[config.mk]
export PLATFORM = sky130hd
export DESIGN_NAME = softmax_row_feeder
export DESIGN_NICKNAME = d
export VERILOG_FILES = /design/src/rtl/softmax_row_feeder.sv
export SDC_FILE = /design/constraint.sdc
export NUM_CORES = 2
export LEC_CHECK = 0
export CAP_MARGIN = 20
export CORE_MARGIN = 8
export CORE_UTILIZATION = 55
export DETAILED_ROUTE_END_ITERATION = 16
export PLACE_DENSITY = 0.8
export SETUP_SLACK_MARGIN = 0.1
export SYNTH_ARGS = -nofsm -noshare
export SYNTH_HDL_FRONTEND = slang
export SYNTH_SLANG_ARGS = --single-unit
[constraint.sdc]
create_clock -name clk_i -period 9 [get_ports clk_i]
set_input_delay 2.7 -clock clk_i [delete_from_list [all_inputs] [get_ports clk_i]]
set_output_delay 2.7 -clock clk_i [all_outputs]
set_load 0.05 [all_outputs]
[src/rtl/softmax_row_feeder.sv]
// softmax_row_feeder
// Buffers one softmax row from the streamer, then programs and starts the
// softmax FPU and streams the buffered row into its ext_data port once the
// FPU reports busy. Completion and protocol errors are signalled by one-cycle
// pulses on done_o / err_o.
module softmax_row_feeder #(
    parameter int unsigned DataWidth       = 128,
    parameter int unsigned FP_WIDTH        = 32,
    parameter int unsigned PE_NUM          = DataWidth / FP_WIDTH,
    parameter int unsigned NUM_SOFTMAX_MAX = 128,
    parameter int unsigned BEAT_MAX        = NUM_SOFTMAX_MAX / PE_NUM,
    parameter int unsigned CW              = $clog2(BEAT_MAX) + 1,
    parameter int unsigned START_TIMEOUT   = 16
) (
    input  logic                 clk_i,
    input  logic                 rst_i,

    input  logic                 cfg_valid_i,
    output logic                 cfg_ready_o,
    input  logic [5:0]           cfg_func_i,
    input  logic [CW-1:0]        cfg_beats_i,

    input  logic                 src_valid_i,
    output logic                 src_ready_o,
    input  logic [DataWidth-1:0] src_bits_i,

    output logic [31:0]          fpu_csr_o,
    output logic                 fpu_start_o,
    input  logic                 fpu_busy_i,
    output logic                 fpu_data_valid_o,
    input  logic                 fpu_data_ready_i,
    output logic [DataWidth-1:0] fpu_data_bits_o,

    output logic                 done_o,
    output logic                 err_o
);

    localparam int unsigned AW = $clog2(BEAT_MAX);
    localparam int unsigned TW = $clog2(START_TIMEOUT + 1);

    localparam logic [2:0] S_IDLE      = 3'd0;
    localparam logic [2:0] S_FILL      = 3'd1;
    localparam logic [2:0] S_START     = 3'd2;
    localparam logic [2:0] S_WAIT_BUSY = 3'd3;
    localparam logic [2:0] S_SEND      = 3'd4;
    localparam logic [2:0] S_DRAIN     = 3'd5;
    localparam logic [2:0] S_DONE      = 3'd6;

    logic [2:0]           state_q, state_d;
    logic [CW-1:0]        wr_ptr_q, wr_ptr_d;
    logic [CW-1:0]        rd_ptr_q, rd_ptr_d;
    logic [TW-1:0]        cnt_q, cnt_d;
    logic [31:0]          csr_q, csr_d;
    logic                 err_q, err_d;

    logic [DataWidth-1:0] mem_q [BEAT_MAX];

    logic [CW-1:0]        beats;
    logic [CW-1:0]        beats_m1;
    logic                 cfg_bad;
    logic                 src_hs;

    // The beat count lives inside the CSR word, so it is read back from there.
    assign beats    = csr_q[25 -: CW];
    assign beats_m1 = beats - CW'(1);
    assign cfg_bad  = (cfg_beats_i == '0) || (cfg_beats_i > CW'(BEAT_MAX)) || !cfg_func_i[4];
    assign src_hs   = (state_q == S_FILL) && src_valid_i;

    // Next-state and datapath control for the job sequence.
    always_comb begin
        state_d  = state_q;
        wr_ptr_d = wr_ptr_q;
        rd_ptr_d = rd_ptr_q;
        cnt_d    = cnt_q;
        csr_d    = csr_q;
        err_d    = 1'b0;
        case (state_q)
            S_IDLE: begin
                if (cfg_valid_i) begin
                    if (cfg_bad) begin
                        err_d = 1'b1;
                    end else begin
                        csr_d    = {cfg_func_i, cfg_beats_i, {(26 - CW){1'b0}}};
                        wr_ptr_d = '0;
                        state_d  = S_FILL;
                    end
                end
            end
            S_FILL: begin
                if (src_valid_i) begin
                    wr_ptr_d = wr_ptr_q + CW'(1);
                    if (wr_ptr_q == beats_m1) begin
                        state_d = S_START;
                    end
                end
            end
            S_START: begin
                cnt_d    = '0;
                rd_ptr_d = '0;
                state_d  = S_WAIT_BUSY;
            end
            S_WAIT_BUSY: begin
                cnt_d = cnt_q + TW'(1);
                if (fpu_busy_i) begin
                    state_d = S_SEND;
                end else if (cnt_q == TW'(START_TIMEOUT - 1)) begin
                    err_d   = 1'b1;
                    state_d = S_IDLE;
                end
            end
            S_SEND: begin
                // A busy drop takes precedence over a beat handshake in the same
                // cycle: the FPU has already abandoned the job.
                if (!fpu_busy_i) begin
                    err_d   = 1'b1;
                    state_d = S_IDLE;
                end else if (fpu_data_ready_i) begin
                    rd_ptr_d = rd_ptr_q + CW'(1);
                    if (rd_ptr_q == beats_m1) begin
                        state_d = S_DRAIN;
                    end
                end
            end
            S_DRAIN: begin
                if (!fpu_busy_i) begin
                    state_d = S_DONE;
                end
            end
            S_DONE: begin
                state_d = S_IDLE;
            end
            default: begin
                state_d = S_IDLE;
            end
        endcase
    end

    // Control registers with synchronous reset.
    always_ff @(posedge clk_i) begin
        if (rst_i) begin
            state_q  <= S_IDLE;
            wr_ptr_q <= '0;
            rd_ptr_q <= '0;
            cnt_q    <= '0;
            csr_q    <= '0;
            err_q    <= 1'b0;
        end else begin
            state_q  <= state_d;
            wr_ptr_q <= wr_ptr_d;
            rd_ptr_q <= rd_ptr_d;
            cnt_q    <= cnt_d;
            csr_q    <= csr_d;
            err_q    <= err_d;
        end
    end

    // Row buffer write port; contents are intentionally not reset.
    always_ff @(posedge clk_i) begin
        if (src_hs) begin
            mem_q[wr_ptr_q[AW-1:0]] <= src_bits_i;
        end
    end

    assign cfg_ready_o      = (state_q == S_IDLE);
    assign src_ready_o      = (state_q == S_FILL);
    assign fpu_start_o      = (state_q == S_START);
    assign fpu_data_valid_o = (state_q == S_SEND);
    assign fpu_data_bits_o  = mem_q[rd_ptr_q[AW-1:0]];
    assign fpu_csr_o        = csr_q;
    assign done_o           = (state_q == S_DONE);
    assign err_o            = err_q;

endmodule
* Word level (Yosys, flattened, before mapping) *
Memories as Yosys holds them, arrays and structs flattened. A register that Yosys moved wholly into a read port is not among the register bits.
Cells that the tools add are included.

cells by class
  $add $sub $neg = 4
  order comparisons = 1
  equal/unequal tests = 19
  mux-type cells = 29
  bitwise logic cells = 1
  reduce and logical (&&, ||, !) cells = 13

operator list
  operator                                                            count
  3-bit 2-to-1 mux                                                    10
  6-bit 2-to-1 mux                                                    5
  6-bit case mux with 2 select lines                                  2
  3-bit case mux with 6 select lines                                  1
  6-bit by 1-bit adder with 6-bit output, second input constant       2
  6-bit == test                                                       2
  5-bit 2-to-1 mux                                                    2
  2-bit != test, second input constant                                5
  5-bit case mux with 2 select lines                                  1
  3-bit == test, second input constant                                3
  8-bit AND reduction                                                 1
  1-bit 2-to-1 mux                                                    7
  3-bit by 2-bit == test with 1-bit output, second input constant     2
  6-bit > comparator, second input constant                           1
  6-bit zero test                                                     1
  3-bit by 2-bit != test with 1-bit output, second input constant     2
  3-bit AND reduction                                                 2
  2-bit nonzero test                                                  3
  6-bit by 1-bit subtractor with 6-bit output, second input constant  1
  5-bit by 1-bit adder with 5-bit output, second input constant       1
  5-bit by 4-bit == test with 1-bit output, second input constant     1
  2-bit by 1-bit != test with 1-bit output, second input constant     2
  4-bit AND reduction                                                 1
  3-bit by 1-bit == test with 1-bit output, second input constant     1
  other kinds (7)                                                     8

word-level totals
  register bits = 33
  bits in writable memories = 4,096
  memories kept = 1

memories
  memory  words  bits a word  rd ports  clocked after Yosys merged registers in  wr ports  RTL line  source
  mem_q   32     128          1         1                                        1         56        logic [DataWidth-1:0] mem_q [BEAT_MAX];

* Depth between registers and ports, before layout *
  word-level depth = 6
  gate-level depth with buffers = 9

* Worst setup path after synthesis *
OpenSTA, ideal clock, no wires.

  path type = input port to flip-flop
  from = in src_valid_i
  to = mem mem_q[28][0], enable pin
  arrival = 8.402 ns
  slack = -0.020 ns
  cell stages on the path = 3
  path through = and2_1 > nand2_1 > nor2_1

on the way
  cells in the longest elaborated chain, start to end = 3

RTL lines
  what                                    RTL line  source
  from (decl)                             23        input logic src_valid_i,
  1-bit logical AND                       67        assign src_hs = (state_q == S_FILL) && src_valid_i;
  1-bit 2-to-1 mux                        159       if (src_hs) begin
  1-bit 2-to-1 mux (implied by the code)  160       mem_q[wr_ptr_q[AW-1:0]] <= src_bits_i;
  to (decl)                               56

Every way passes these cells.

==> key figures <==
Run status
  • Status: completed

Critical path
  • Worst Setup End Kind: output pin
  • Crit path max-delay family: buffers and inverters
  • Largest stage delay on the critical path: 0.90 ns
  • CP Data Required Time: 6.30 ns
  • CP Launch Type: flop
  • Crit path max-delay cell type: dfxtp_4
  • WP buf/inv: 3
  • Crit path kind: reg2out
  • Worst EP arrival: 4.99 ns
  • CP Max Fanout: 50
  • Crit-path most repeated cell: mux4_2
  • Worst-path cell chain: buf_12 -> buf_4 -> mux4_2 -> mux4_2 -> mux2_2 -> clkdlybuf4s50_1

Power
  • Total power: 38.76 mW
  • Peak VDD IR: 0.0001816 V
  • P per Cell Area: 217.5 mW/mm^2
  • Leakage: 52.86 nW

Clock network
  • H-tree Lvls: 5
  • Post-CTS Resized: 0
  • CTS tree: done
  • CTS root buf: clkbuf_16
  • Hold-fix buffers, CTS: 0
  • Clock Sinks: 4134
  • Setup bufs post-CTS: 0
  • Clock network latency to the later pin of the worst-skew pair: 0.96 ns
  • Maximum root-to-sink buffer count: 4
  • CTS clock-pin slew for the worst setup and hold paths: 0.06 ns
  • Number of CTS-inserted buffers: 394

Layout
  • Area Growth Syn to Fin: 13.70%
  • Layout cell share with drive strength beyond 1: 31.26%
  • Nets: 6777
  • Post-route design area: 0.1782 mm^2
  • Util after Layout: 62.66%

Detailed routing
  • Drt via density: 6.912
  • Post-route DRC: 0
  • Drt first-iter violations: 11505
  • Total number of vias: 74295
  • Initial DRT Pass Iterations: 6
  • Detail Route Antenna Nets: 0
  • Routed WL: 419300 um
  • WL/cell: 39.01 um

Synth
  • Post-synth top flop: edfxtp_1
  • Adder-Cell Fraction of Synth Area: 0.06385%
  • Synth Area in Compound Gates: 0.1413%
  • Synth unique cells: 51
  • Synth warn: 0
  • Avg Inst Size Synth: 25.73 um^2
  • Register area share after synthesis: 78.94%
  • Syn Inst Count: 6093
  • Synthesized area: 0.1568 mm^2
  • XOR/XNOR share of the synthesized area: 0.1317%
  • Seq cells post-synth: 4134
  • Largest family of logic cells by synthesized area: multiplexers
  • Post-synth EDFFs: 4096
  • Post-synthesis mux area share: 19.40%
  • Post-synthesis simple-gate area fraction: 0.4166%
  • Ys async rst share: 0%

Floorplanning
  • Core Region: 0.2845 mm^2
  • Die height: 549.9 um
  • Die W: 549.9 um
  • Num rows: 196
  • DIE AREA: 0.3024 mm^2
  • Ports: 312
  • Initial core utilization: 55.11%

Hold path
  • Worst hold path type: reg2reg

Placement
  • IO Port Bufs: 291
  • Placed Area: 0.1654 mm^2
  • Dpl hpwl: 182000 um
  • RD Place Congestion: 0.7446

STA
  • Slew margin rel.: 21.82%
  • Final hold vios: 0
  • Clock skew: 0.05971 ns
  • Fmax: 130.0 MHz
  • Final slew viol count: 0
  • RSZ-0062 raised after global routing: no
  • Slew @ Worst Pin: 1.170 ns
  • Hold WS: 0.4493 ns
  • Minimum clock period: 7.693 ns
  • Fin crit share: 85.48%
  • Setup violators final: 0

Global routing
  • First-pass GRT wire length: 587800 um
  • Largest net degree at the start of global routing: 118
  • GRT Resource Usage Total: 27.52%
  • Vias in the first global route: 77596
  • Remaining Overflow, GRT: 0
  • Initial antenna violation count: 51

Flow run
  • Max_cap viols: 0
==> final timing paths <==
path	from	to	slack [ns]	cells past startpoint
setup / recovery	flop	fpu_data_bits_o[117]	1.31	6
hold / removal	fpu_csr_o[30]$_SDFFE_PP0P_	fpu_csr_o[30]$_SDFFE_PP0P_	0.45	2
setup reg to reg	state_q[0]$_SDFFE_PP0P_	mem_q[0][82]$_DFFE_PP_	4.73	5
hold reg to reg	fpu_csr_o[30]$_SDFFE_PP0P_	fpu_csr_o[30]$_SDFFE_PP0P_	0.45	2
==> stage by stage <==
step | cells | setup TNS [ns] | setup slack [ns]
after floorplan | 6112 | -70.05 | -0.01962
after global placement | 9984 | 0 | 2.360
after detailed placement | 9984 | 0 | 2.279
after CTS | 10705 | 0 | 1.204
after global routing | 10729 | 0 | 1.141
final | 10748 | 0 | 1.307
==> synth_stat cells, types with 2 or more instances <==
library cell | count | area [um^2]
nand4_1 | 4 | 25.02
or3b_2 | 2 | 17.52
nand4b_1 | 2 | 17.52
mux2i_1 | 15 | 150.1
a21oi_1 | 12 | 60.06
nand2_1 | 15 | 56.30
o211ai_1 | 2 | 15.01
mux4_2 | 1280 | 28830
buf_1 | 36 | 135.1
nor4_1 | 2 | 12.51
o21ai_0 | 2 | 10.01
nor4b_1 | 2 | 17.52
dfxtp_1 | 38 | 760.7
ha_1 | 8 | 100.1
xnor2_1 | 12 | 105.1
edfxtp_1 | 4096 | 123000
clkbuf_1 | 239 | 897.1
or3_1 | 4 | 25.02
inv_1 | 10 | 37.54
nor3b_1 | 3 | 22.52
buf_2 | 38 | 190.2
nand3b_1 | 3 | 22.52
nor3_1 | 6 | 30.03
nor2_1 | 66 | 247.7
nand2b_1 | 6 | 37.54
and3_1 | 5 | 31.28
mux2_2 | 128 | 1441
xor2_1 | 9 | 78.83
nand3_1 | 7 | 35.03
buf_4 | 20 | 150.1
==> layout make-up <==
cell class / instances / area [um^2]
Multi-Input combinational cell: 1635 / 31920
Fill cell: 17296 / 106200
Antenna cell: 38 / 95.09
Tap cell: 3762 / 4707
Inverter: 10 / 37.54
Timing Repair Buffer: 448 / 5034
Sequential cell: 4134 / 123800
Clock buffer: 467 / 10180
Clock inverter: 254 / 2505
==> registers in the layout, summed over array words and instances, names as in the netlist, named ones only <==
signal,flops
state_q,3
cnt_q,5
fpu_csr_o,12
mem_q,4096
err_o,1
wr_ptr_q,6
rd_ptr_q,6
==> routing by layer <==
| layer | part of all wire [%] | vias to the layer above | track usage (%) |
|---|---|---|---|
| met1 | 33 | 39539 | 34.42 |
| met2 | 51 | 5919 | 47.44 |
| met5 | 0.027 | - | 0 |
| met4 | 4.7 | 18 | 11.79 |
| li1 | - | 27727 | - |
| met3 | 11 | 1092 | 5.285 |
==> worst min-delay path, cell delays in order (launching register included) <==
cell     delay, ns
dfxtp_1       0.31
inv_1         0.05
a21oi_1       0.05
==> power by group <==
part	total [mW]	switching, mW	leakage (nW)	internal, mW
combinational	0.977	0.688	9.59	0.289
clock	16.5	7.35	6.15	9.17
sequential	21.3	0.0318	37.1	21.2
==> cell families (layout without fill, tap and decap cells) <==
group,count (synthesis),count (layout)
compound gates,28,28
xor+xnor,22,22
fa+ha+maj,8,8
buf+inv,343,1179
flops,4134,4134
mux,1423,1423
other cells,1,58
simple gates,134,134
==> placed cells by master (no fill, tap or decap), types with 7 or more instances in the layout <==
master / n
conb_1: 20
buf_12: 73
clkbuf_1: 71
buf_4: 82
nor2_1: 34
edfxtp_1: 4096
nor2_4: 32
nand3_1: 7
nand2_1: 15
inv_1: 10
bufinv_16: 36
clkinv_4: 8
clkinv_8: 7
clkinv_2: 72
dfxtp_1: 33
mux2i_1: 15
inv_6: 10
ha_1: 8
mux4_2: 1280
clkinvlp_4: 19
a21oi_1: 12
clkbuf_16: 396
clkinv_1: 90
diode_2: 38
xnor2_1: 12
mux2_2: 128
clkdlybuf4s50_1: 290
xor2_1: 9
clkinv_16: 8
(Power assumes the default switching activity.)
